$ cat src/rtl/alu_byte_sequencer.sv
// alu_byte_sequencer
// Runs a WIDTH-bit AND/OR/ADD/SUB on a shared 8-bit ALU slice. It handles one
// byte per cycle, least-significant byte first, and passes the carry from each
// byte into the next.
//
// Ports
//   clk, rst_n      rising-edge clock, asynchronous active-low reset
//   flush           synchronous abort; returns to IDLE and drops any work
//   req_*           request channel: operands A/B and the 4-bit op
//   resp_*          response channel: result, carry, zero and overflow flags
//   alu_a/b/cin/op  registered drive to the 8-bit slice
//   alu_result/cout combinational return from the slice
//
// Handshake: a transfer happens on a rising edge where valid && ready.
// req_ready is high only in IDLE. resp_valid is high only in DONE, and the
// resp_* fields stay constant until resp_ready is seen. flush takes priority
// over both handshakes.
module alu_byte_sequencer #(
  parameter int WIDTH = 32
) (
  input  logic             clk,
  input  logic             rst_n,
  input  logic             flush,
  input  logic             req_valid,
  output logic             req_ready,
  input  logic [WIDTH-1:0] req_a,
  input  logic [WIDTH-1:0] req_b,
  input  logic [3:0]       req_op,
  output logic             resp_valid,
  input  logic             resp_ready,
  output logic [WIDTH-1:0] resp_result,
  output logic             resp_carry,
  output logic             resp_zero,
  output logic             resp_overflow,
  output logic [7:0]       alu_a,
  output logic [7:0]       alu_b,
  output logic             alu_cin,
  output logic [3:0]       alu_op,
  input  logic [7:0]       alu_result,
  input  logic             alu_cout
);

  localparam int NBYTES = WIDTH / 8;
  localparam int CW     = (NBYTES > 1) ? $clog2(NBYTES) : 1;

  localparam logic [3:0] OP_ADD = 4'b0010;
  localparam logic [3:0] OP_SUB = 4'b0110;

  typedef enum logic [1:0] {IDLE, EXEC, DONE} state_t;

  state_t           state_q;
  logic [CW-1:0]    cnt_q;
  logic             carry_q;
  logic [WIDTH-1:0] a_q, b_q, res_q;
  logic [3:0]       op_q;
  logic             req_ready_q, resp_valid_q;
  logic             resp_carry_q, resp_zero_q, resp_ovf_q;
  logic [7:0]       alu_a_q, alu_b_q;
  logic             alu_cin_q;

  // Result with the byte the slice is producing this cycle merged in.
  logic [WIDTH-1:0] res_d;
  logic [CW-1:0]    cnt_d;
  logic             is_last;
  logic             ovf_d;

  always_comb begin
    res_d = res_q;
    res_d[{cnt_q, 3'b000} +: 8] = alu_result;
    cnt_d   = cnt_q + 1'b1;
    is_last = (cnt_q == CW'(NBYTES - 1));
    ovf_d   = 1'b0;
    if (op_q == OP_ADD)
      ovf_d = (a_q[WIDTH-1] == b_q[WIDTH-1]) && (res_d[WIDTH-1] != a_q[WIDTH-1]);
    else if (op_q == OP_SUB)
      ovf_d = (a_q[WIDTH-1] != b_q[WIDTH-1]) && (res_d[WIDTH-1] != a_q[WIDTH-1]);
  end

  always_ff @(posedge clk or negedge rst_n) begin
    if (!rst_n) begin
      state_q      <= IDLE;
      cnt_q        <= '0;
      carry_q      <= 1'b0;
      a_q          <= '0;
      b_q          <= '0;
      op_q         <= '0;
      res_q        <= '0;
      req_ready_q  <= 1'b1;
      resp_valid_q <= 1'b0;
      resp_carry_q <= 1'b0;
      resp_zero_q  <= 1'b0;
      resp_ovf_q   <= 1'b0;
      alu_a_q      <= '0;
      alu_b_q      <= '0;
      alu_cin_q    <= 1'b0;
    end else if (flush) begin
      state_q      <= IDLE;
      cnt_q        <= '0;
      req_ready_q  <= 1'b1;
      resp_valid_q <= 1'b0;
    end else begin
      case (state_q)
        IDLE: begin
          if (req_valid) begin
            a_q         <= req_a;
            b_q         <= req_b;
            op_q        <= req_op;
            cnt_q       <= '0;
            // SUB is A + ~B + 1: the slice inverts B and the +1 enters here.
            carry_q     <= (req_op == OP_SUB);
            // Byte 0 is registered here, so the request has no
            // combinational path to the slice.
            alu_a_q     <= req_a[7:0];
            alu_b_q     <= req_b[7:0];
            alu_cin_q   <= (req_op == OP_SUB);
            req_ready_q <= 1'b0;
            state_q     <= EXEC;
          end
        end
        EXEC: begin
          res_q   <= res_d;
          carry_q <= alu_cout;
          cnt_q   <= cnt_d;
          if (is_last) begin
            state_q      <= DONE;
            cnt_q        <= '0;
            resp_valid_q <= 1'b1;
            resp_carry_q <= alu_cout;
            resp_zero_q  <= ~|res_d;
            resp_ovf_q   <= ovf_d;
          end else begin
            // Queue up the next byte. After the last byte these registers
            // keep their final values.
            alu_a_q   <= a_q[{cnt_d, 3'b000} +: 8];
            alu_b_q   <= b_q[{cnt_d, 3'b000} +: 8];
            alu_cin_q <= alu_cout;
          end
        end
        DONE: begin
          if (resp_ready) begin
            state_q      <= IDLE;
            resp_valid_q <= 1'b0;
            req_ready_q  <= 1'b1;
          end
        end
        default: state_q <= IDLE;
      endcase
    end
  end

  assign req_ready     = req_ready_q;
  assign resp_valid    = resp_valid_q;
  assign resp_result   = res_q;
  assign resp_carry    = resp_carry_q;
  assign resp_zero     = resp_zero_q;
  assign resp_overflow = resp_ovf_q;
  assign alu_a         = alu_a_q;
  assign alu_b         = alu_b_q;
  assign alu_cin       = alu_cin_q;
  assign alu_op        = op_q;

endmodule

$ cat config.mk
export PLATFORM = sky130hd
export DESIGN_NAME = alu_byte_sequencer
export DESIGN_NICKNAME = d
export VERILOG_FILES = /design/src/rtl/alu_byte_sequencer.sv
export SDC_FILE = /design/constraint.sdc
export NUM_CORES = 1
export LEC_CHECK = 0
export CAP_MARGIN = 10
export CELL_PAD_IN_SITES_DETAIL_PLACEMENT = 0
export CELL_PAD_IN_SITES_GLOBAL_PLACEMENT = 1
export CORE_MARGIN = 2
export CORE_UTILIZATION = 40
export CTS_CLUSTER_SIZE = 28
export DETAILED_ROUTE_END_ITERATION = 10
export PLACE_DENSITY = 0.83
export SETUP_SLACK_MARGIN = 0.1
export SLEW_MARGIN = 20
export SYNTH_ARGS = -nofsm -noshare
export SYNTH_HDL_FRONTEND = slang
export SYNTH_SLANG_ARGS = --single-unit
$ cat constraint.sdc
create_clock -name clk -period 2.7 [get_ports clk]
set_input_delay 0.27 -clock clk [delete_from_list [all_inputs] [get_ports clk]]
set_output_delay 0.27 -clock clk [all_outputs]
set_load 0.01 [all_outputs]
==> key figures, run 1 <==
Detailed routing
  – Final wirelength: 14000 um
  – DRC violations left: 0
  – Vias: approximately 4200
  – Initial DRT Pass Iterations: 4
  – WL/cell: approximately 18 um
  – Final antenna-violating net count: 0
  – DR vias/cell: around 5.3
  – DRT iter0 DRCs: 229

Synth
  – Cells after synthesis: 446
  – Post-synth ARST share: 100%
  – Syn Area/Cell: 13.0 um^2
  – Post-synthesis sequential area ratio: between 50% and 60%
  – Synth warnings: 0
  – Mapped cell area: 5800 um^2
  – #FFs+latches synth: 126
  – Post-synth net total: about 530
  – Post-synth EDFFs: 0
  – Unique cell type count in the Yosys netlist: 49
  – Main synth FF type: dfrtp_1

STA
  – Fmax: 460 MHz
  – Max transition margin: 42.8%
  – Hold slack: 0.450 ns
  – Max-slew violations: 0
  – Worst-margin pin slew: 0.855 ns
  – Final Hold Vio Count: 0
  – Endpoints failing setup: 0
  – Unrepaired setup endpoints after global routing: false
  – Clk_skew: 0.00875 ns
  – Final min period: 2.17 ns
  – Worst Slack Setup Final: 0.525 ns
  – Final Cycle Share: approximately four fifths
  – Fin Setup TNS: 0 ns

Placement
  – DP Wirelength: 10200 um
  – Cell Area, Placed: 7380 um^2
  – GP Congestion: 0.814
  – DP Cell Count: roughly 760
  – Pre-CTS WS: 0.406 ns
  – Port bufs: between 100 and 150

GRT
  – Vias in the first global route: ~4400
  – Total GRT Usage: about a fifth
  – First-pass GRT wire length: 22700 um
  – Largest net degree at the start of global routing: 80
  – GRT overflow: 0
  – Initial antenna violation count: 0

Floorplanning
  – Die height: 124 um
  – DIE WIDTH: 124 um
  – Rows: 44
  – I/O pins: 140
  – Starting density of the core: 40.4%
  – Core footprint: roughly 14000 um^2
  – Die area: between 15000 and 20000 um^2

Worst hold path
  – Worst hold start: req_a[27]
  – Hold Path End: a_q[27]
  – Worst min path class: in2reg
  – Worst Hold Depth: 2

Worst setup path
  – R2r setup slk: 0.53 ns
  – Worst EP required: 2.96 ns
  – Max FO, Critical Path: 13
  – CP cell instances: inv_1 > ha_1 > buf_4 > mux4_2 > mux2i_1 > a21oi_1
  – Reg2Reg Launch Point: cnt_q[1]
  – Setup CP Type: reg2reg
  – R2r worst-path depth: 6
  – WP data arrival: ~2.4 ns
  – Slowest-stage cell, CP: ha_1
  – Setup crit start kind: flop
  – Critical R2R Capture: alu_b[4]
  – Largest incremental delay on the critical path: just under 0.6 ns
  – Critical path endpoint category: flop

Pwr
  – PD cells: 759 nW/um^2
  – Max IR drop VDD: 0.000384 V
  – Power Total: approximately 6 mW
  – Leak: about 3.3 nW

Cells and area
  – Fraction of layout cells with a size suffix above 1: 23.0%
  – Commonest non-fill, non-tap cell in the layout: clkdlybuf4s50_1
  – Commonest non-fill, non-tap cells in the layout: 138 x clkdlybuf4s50_1, 124 x dfrtp_1, 66 x mux2_2
  – Post-Layout Cell Count: 789
  – FILL cells: 1202
  – Nets@finish: 680
  – Syn-to-layout area delta: 37.5%
  – N_diodes: 0
  – Design area: 7980 um^2
  – Post-layout util: 55.5%

Status
  – Status: completed

Job
  – Maximum capacitance violations: 0

Clock network
  – CTS buffer count: 17
  – Clock latency on the worst-skew pair: 0.41 ns
  – Worst-path clk slew: 0.06 ns
  – CTS tree: built
  – Root buffer cell: clkbuf_16
  – Max clock buf depth: 2
  – Htree depth: 4
  – Clock sinks: roughly 130
==> sequential cells by signal, indices dropped and copies added, names as in the netlist <==
signal / count
a_q: 32
alu_a: 8
alu_b: 8
alu_cin: 1
alu_op: 4
b_q: 32
cnt_q: 2
req_ready: 1
resp_carry: 1
resp_overflow: 1
resp_result: 32
resp_valid: 1
resp_zero: 1
state_q: 2
==> cells in the mapped netlist (2+ instances only) <==
master | count | share of area [%]
nor3b_2 | 2 | 0.43
ha_1 | 6 | 1.3
clkbuf_1 | 2 | 0.13
o21bai_1 | 3 | 0.39
a21oi_1 | 29 | 2.5
dfrtp_1 | 125 | 54
nor4_1 | 6 | 0.65
mux2_1 | 3 | 0.58
and2_1 | 2 | 0.22
a22o_1 | 22 | 3.3
nand4_1 | 3 | 0.32
nand2_1 | 31 | 2.0
buf_2 | 13 | 1.1
buf_6 | 3 | 0.58
nor3b_1 | 2 | 0.26
nor3_1 | 6 | 0.52
a31oi_1 | 2 | 0.22
mux2_2 | 66 | 13
nor2b_1 | 3 | 0.32
nor2_1 | 34 | 2.2
xnor2_1 | 2 | 0.30
mux2i_1 | 17 | 2.9
buf_4 | 7 | 0.91
inv_1 | 4 | 0.26
o21ai_0 | 13 | 1.1
a22oi_1 | 2 | 0.26
mux4_2 | 16 | 6.2
==> worst max-delay path: cells and delay by family (launching register included) <==
family | cells | cell delay, ns
AO/OA/AOI/OAI | 1 | 0.10
adder cells (fa/ha/maj) | 1 | 0.58
buffers and inverters | 2 | 0.41
flip-flops | 1 | 0.42
multiplexers | 2 | 0.50
==> report_power, final <==
| group | switching [mW] | internal, mW | total (mW) |
|---|---|---|---|
| clock | 0.819 | 1.43 | 2.25 |
| sequential | 0.244 | 2.24 | 2.49 |
| combinational | 0.523 | 0.801 | 1.32 |
| total | 1.59 | 4.47 | 6.06 |
==> how the worst max path moves through the flow <==
stage / from / to / slack (ns) / cells after the start
after floorplan: cnt_q[0] / resp_zero / 0.48 / 11
after global placement: flush / alu_b[4] / 0.53 / 4
after detailed placement: flush / alu_b[3] / 0.41 / 4
after CTS: cnt_q[1] / alu_b[4] / 0.49 / 6
after global routing: cnt_q[1] / resp_overflow / 0.36 / 7
final: cnt_q[1] / alu_b[4] / 0.53 / 6
==> logic make-up (layout without fill, tap and decap cells) <==
| kind of cell | after synthesis | in the layout | synth area share (%) |
|---|---|---|---|
| AOI/OAI and AO/OA | 78 | 78 | 9.14 |
| xor gates and xnor gates | 3 | 3 | 0.453 |
| adders and majority gates | 6 | 6 | 1.29 |
| buffers and inverters | 29 | 188 | 3.00 |
| DFF | 126 | 126 | 54.4 |
| muxes | 102 | 102 | 22.5 |
| and+or+nand+nor | 102 | 102 | 9.21 |
==> routing by layer <==
layer,vias up,global-route usage (%),wire length [um]
li1,1926,-,-
met1,2063,23.8,6020
met2,156,29.2,6620
met3,20,6.66,1140
met4,0,7.60,214
met5,-,0,0
==> cell type report <==
class	count	area [um^2]	share of cell area, %
clock buffer	23	478	5.99
clock inverter	9	110	1.38
inverter	4	15.0	0.188
multi-input combinational	291	2470	31.0
sequential	126	3160	39.5
tap	184	230	2.88
timing repair buffer	152	1520	19.0
==> what timing repair did <==
item,in CTS,in global routing
buffers inserted,0,0
hold buffers,0,1
gates resized for setup,0,0
hold endpoints to repair,0,74
setup endpoints to repair,0,0
Note: power is estimated with default switching activity, not from simulation.
==> run 2, diff against run 1 <==
- CORE_UTILIZATION: 40 -> 36
- PLACE_DENSITY: 0.83 -> 0.79
- clock period: 2.7 -> 1.95 ns (I/O delays scaled with it)
==> key figures, run 2 (synthesized netlist as in run 1, its figures left out) <==
Status
  – Status: completed

Pwr
  – Max IR drop VDD: ~0.00059 V
  – PD cells: 1030 nW/um^2
  – Power Total: 8.43 mW
  – Leak: 3.35 nW

Clock network
  – Htree depth: 4
  – CTS buffer count: 17
  – Clock sinks: approximately 130
  – Worst-path clk slew: 0.06 ns
  – CTS tree: built
  – Max clock buf depth: 2
  – Root buffer cell: clkbuf_16
  – Clock latency on the worst-skew pair: between 0.4 and 0.5 ns

Floorplanning
  – Die area: 17100 um^2
  – I/O pins: between 100 and 150
  – DIE WIDTH: approximately 130 um
  – Die height: 131 um
  – Starting density of the core: between 30% and 40%
  – Rows: 46
  – Core footprint: 15800 um^2

GRT
  – Largest net degree at the start of global routing: between 80 and 90
  – Initial antenna violation count: 0
  – GRT overflow: 0
  – First-pass GRT wire length: 23500 um
  – Total GRT Usage: 18.0%
  – Vias in the first global route: ~4500

Placement
  – GP Congestion: 0.893
  – Cell Area, Placed: 7580 um^2
  – Port bufs: around 140
  – DP Wirelength: 10500 um

Worst setup path
  – Setup crit start kind: flop
  – WP data arrival: 2.08 ns
  – Worst EP required: 2.24 ns
  – Critical path endpoint category: flop
  – Critical Path Source: cnt_q[0]
  – Setup CP Type: reg2reg
  – Reg2Reg Launch Point: cnt_q[0]
  – Max FO, Critical Path: 10

Cells and area
  – Commonest non-fill, non-tap cell in the layout: clkdlybuf4s50_1
  – Design area: about 8200 um^2
  – Nets@finish: 694
  – Commonest non-fill, non-tap cells in the layout: 138 x clkdlybuf4s50_1, 124 x dfrtp_1, 66 x mux2_2
  – Syn-to-layout area delta: 41.3%
  – FILL cells: roughly 1400
  – Post-layout util: 51.8%
  – N_diodes: 0
  – Fraction of layout cells with a size suffix above 1: 25.4%

Detailed routing
  – DR vias/cell: ~5.1
  – WL/cell: 17.3 um
  – DRC violations left: 0
  – Final wirelength: 14400 um
  – Initial DRT Pass Iterations: 4
  – Vias: 4213
  – Final antenna-violating net count: 0
  – DRT iter0 DRCs: 223

STA
  – Max transition margin: 60.9%
  – Fmax: about 560 MHz
  – Clk_skew: 0.00457 ns
  – Worst-margin pin slew: ~0.59 ns
  – Max-slew violations: 0
  – Unrepaired setup endpoints after global routing: true
  – Fin Setup TNS: 0 ns
  – Final min period: 1.79 ns
  – Endpoints failing setup: 0
  – Final Cycle Share: 91.5%
  – Final Hold Vio Count: 0

Job
  – Maximum capacitance violations: 0

Worst hold path
  – Worst min path class: in2async
[run 2: per-stage QoR]
stage / instances / setup WS, ns / hold WS [ns]
3_5_place_dp: 801 / 0.0389 / 0.262
4_1_cts: 834 / 0.125 / 0.374
6_report: 834 / 0.165 / 0.356
5_1_grt: 834 / 0.0859 / 0.377
2_1_floorplan: 446 / -0.0955 / -0.101
3_3_place_gp: 801 / 0.0688 / 0.261
[run 2: per-layer routing]
| layer | vias to the layer above | part of all wire (%) | GRT usage, % |
|---|---|---|---|
| li1 | 1952 | - | - |
| met1 | 2109 | 43 | 22.4 |
| met2 | 135 | 48 | 28.4 |
| met3 | 17 | 8.1 | 7.45 |
| met4 | 0 | 1.3 | 6.57 |
| met5 | - | 0 | 0 |
[run 2: area by class of cell]
cell class	count	area, um^2	share of cell area [%]
flip-flops and latches	126	3160	38.5
inverters	4	20.0	0.244
multi-input cells	291	2500	30.5
clock buffers	22	474	5.79
clock inverters	9	111	1.36
repair buffers	166	1660	20.3
well taps	216	270	3.30
[run 2: what timing repair did]
action | in CTS | in global routing
pin swaps | 0 | 1
endpoints found under the setup margin | 1 | 16
hold buffers | 1 | 0
setup buffers | 1 | 0
endpoints found under the hold margin | 125 | 0
resized for setup | 0 | 2
[run 2: worst max-delay path: stages, from the launching register on]
cell,delay (ns)
dfrtp_2,0.42
inv_6,0.06
ha_4,0.34
nand2_1,0.12
or3_4,0.45
o2111ai_2,0.22
o31ai_2,0.07
[run 2: path summary, 6_finish.rpt]
path                                    to  slack, ns  cells past startpoint
min reg2reg                  resp_overflow       0.50                      2
min in group clk                   a_q[12]       0.39                      2
min                        resp_result[25]       0.36                      3
max reg2reg                      resp_zero       0.16                      6
max                              resp_zero       0.16                      6
max in group asynchronous         cnt_q[0]       1.05                      3
[run 2: report_power, final]
part	internal, mW	leakage [nW]	switching, mW	total (mW)
logic	1.16	1.54	0.756	1.91
clock network	1.97	0.270	1.13	3.10
registers	3.11	1.54	0.304	3.41
total	6.24	3.35	2.19	8.43
==> run 3, diff against run 2 <==
- CELL_PAD_IN_SITES_DETAIL_PLACEMENT: 0 -> 1
==> key figures, run 3 (synthesized netlist as in run 1, its figures left out) <==
STA
  – Final Cycle Share: 93.3%
  – Worst Slack Setup Final: 0.130 ns
  – Clk_skew: about 0.007 ns
  – Max transition margin: 59.7%
  – Final min period: 1.82 ns
  – Hold slack: 0.343 ns
  – Fmax: 549 MHz
  – Endpoints failing setup: 0
  – Fin Setup TNS: 0 ns
  – Max-slew violations: 0
  – Unrepaired setup endpoints after global routing: true
  – Worst-margin pin slew: 0.604 ns
  – Final Hold Vio Count: 0

Pwr
  – Leak: 3.42 nW
  – Max IR drop VDD: around 0.00058 V
  – PD cells: 1050 nW/um^2

Clock network
  – Clock latency on the worst-skew pair: about 0.43 ns
  – Clock sinks: between 100 and 150
  – CTS tree: built
  – Root buffer cell: clkbuf_16
  – Worst-path clk slew: 0.06 ns
  – Htree depth: 4
  – Max clock buf depth: 2
  – CTS buffer count: 17

Worst setup path
  – Max FO, Critical Path: 8
  – Setup crit start kind: flop
  – Worst EP required: 2.31 ns
  – Setup CP Type: reg2reg
  – WP data arrival: 2.18 ns
  – Critical path endpoint category: flop

GRT
  – Initial antenna violation count: 0
  – GRT overflow: 0
  – Met1 usage: between 20% and 30%
  – Total GRT Usage: 20.7%
  – Most used routing layer: met2
  – Vias in the first global route: between 4000 and 5000
  – Met3 Use GR: 8.02%
  – Largest net degree at the start of global routing: between 80 and 90
  – First-pass GRT wire length: 26400 um
  – GR Util met2: 35.5%

Status
  – Status: completed

Cells and area
  – Post-Layout Cell Count: 840
  – Commonest non-fill, non-tap cells in the layout: 138 x clkdlybuf4s50_1, 124 x dfrtp_1, 66 x mux2_2
  – N_diodes: 0
  – Fraction of layout cells with a size suffix above 1: a little over a quarter
  – Commonest non-fill, non-tap cell in the layout: clkdlybuf4s50_1
  – Nets@finish: roughly 700
  – Syn-to-layout area delta: 42.8%

Detailed routing
  – WL/cell: a little under 20 um
  – DRC violations left: 0
  – Final wirelength: 16500 um
  – DRT iter0 DRCs: 166
  – Initial DRT Pass Iterations: 5
  – Vias: approximately 4300
  – DR vias/cell: a little over 5
  – Final antenna-violating net count: 0

Floorplanning
  – Die area: 17100 um^2
  – Rows: 46
  – I/O pins: 140
  – DIE WIDTH: between 100 and 150 um
  – Starting density of the core: between 30% and 40%
  – Die height: 131 um
  – Core footprint: between 15000 and 20000 um^2

Placement
  – Port bufs: 139
  – DP Cell Count: 801
  – GP Congestion: 0.893
  – Pre-CTS WS: 0.0322 ns
  – DP Wirelength: 11800 um

Job
  – Maximum capacitance violations: 0

Worst hold path
  – Worst min path class: in2async
run 3: cell count changes in the layout (fill, tap and decap cells not counted), moves of 2 or more:
cell        previous run  this run
buf_6                  1         3
buf_4                 21        24
clkinvlp_4             5         2
clkinv_2               1         3
run 3: final timing paths:
| path | start | cells past startpoint | slack (ns) | endpoint |
|---|---|---|---|---|
| worst max-delay path | cnt_q[0] | 7 | 0.13 | resp_result[22] |
| worst min-delay path | rst_n | 3 | 0.34 | resp_result[30] |
| worst max register to register | cnt_q[0] | 7 | 0.13 | resp_result[22] |
| worst min register to register | resp_overflow | 2 | 0.50 | resp_overflow |
| max in group asynchronous | rst_n | 3 | 1.06 | cnt_q[0] |
| min in group clk | req_a[23] | 2 | 0.38 | a_q[23] |
run 3: power by group:
group	internal, mW	switching [mW]	total (mW)	leakage, nW
logic	1.18	0.805	1.99	1.59
registers	3.11	0.321	3.43	1.54
clock network	2.07	1.19	3.26	0.290
total	6.36	2.31	8.67	3.42
run 3: metrics by stage:
stage / power [mW] / utilization (%) / area, um^2
after floorplan: 4.45 / - / 5850
after global placement: 5.31 / 47.9 / 7580
after detailed placement: 5.43 / 47.9 / 7580
after CTS: 8.74 / 51.8 / 8210
after global routing: 9.10 / 52.4 / 8290
final: 8.67 / 52.4 / 8290
run 3: what timing repair did:
item | 4_1_cts | 5_1_grt
pin swaps | 0 | 7
resized for setup | 1 | 13
hold buffers | 1 | 0
endpoints found under the setup margin | 4 | 17
buffers inserted | 1 | 5
endpoints found under the hold margin | 125 | 0
run 3: worst max-delay path: stages (launching register included):
cell	delay (ns)
dfrtp_2	0.43
inv_6	0.06
ha_4	0.31
buf_6	0.15
nand2_4	0.06
or3_4	0.44
nor2_8	0.15
a22o_1	0.17
run 3: routing by layer:
| metal | up-vias | wire length (um) | share of wire, % |
|---|---|---|---|
| met2 | 128 | 8480 | 51 |
| met4 | 0 | 253 | 1.5 |
| met5 | - | 0 | 0 |
| met1 | 2189 | 6520 | 40 |
| met3 | 23 | 1230 | 7.5 |
| li1 | 1961 | - | - |
run 3: final cells by class:
cell class / instances / area [um^2]
Fill cell: 1599 / 7540
Sequential cell: 126 / 3160
Multi-Input combinational cell: 291 / 2530
Timing Repair Buffer: 171 / 1710
Clock buffer: 22 / 464
Tap cell: 216 / 270
Clock inverter: 10 / 138
Inverter: 4 / 20.0
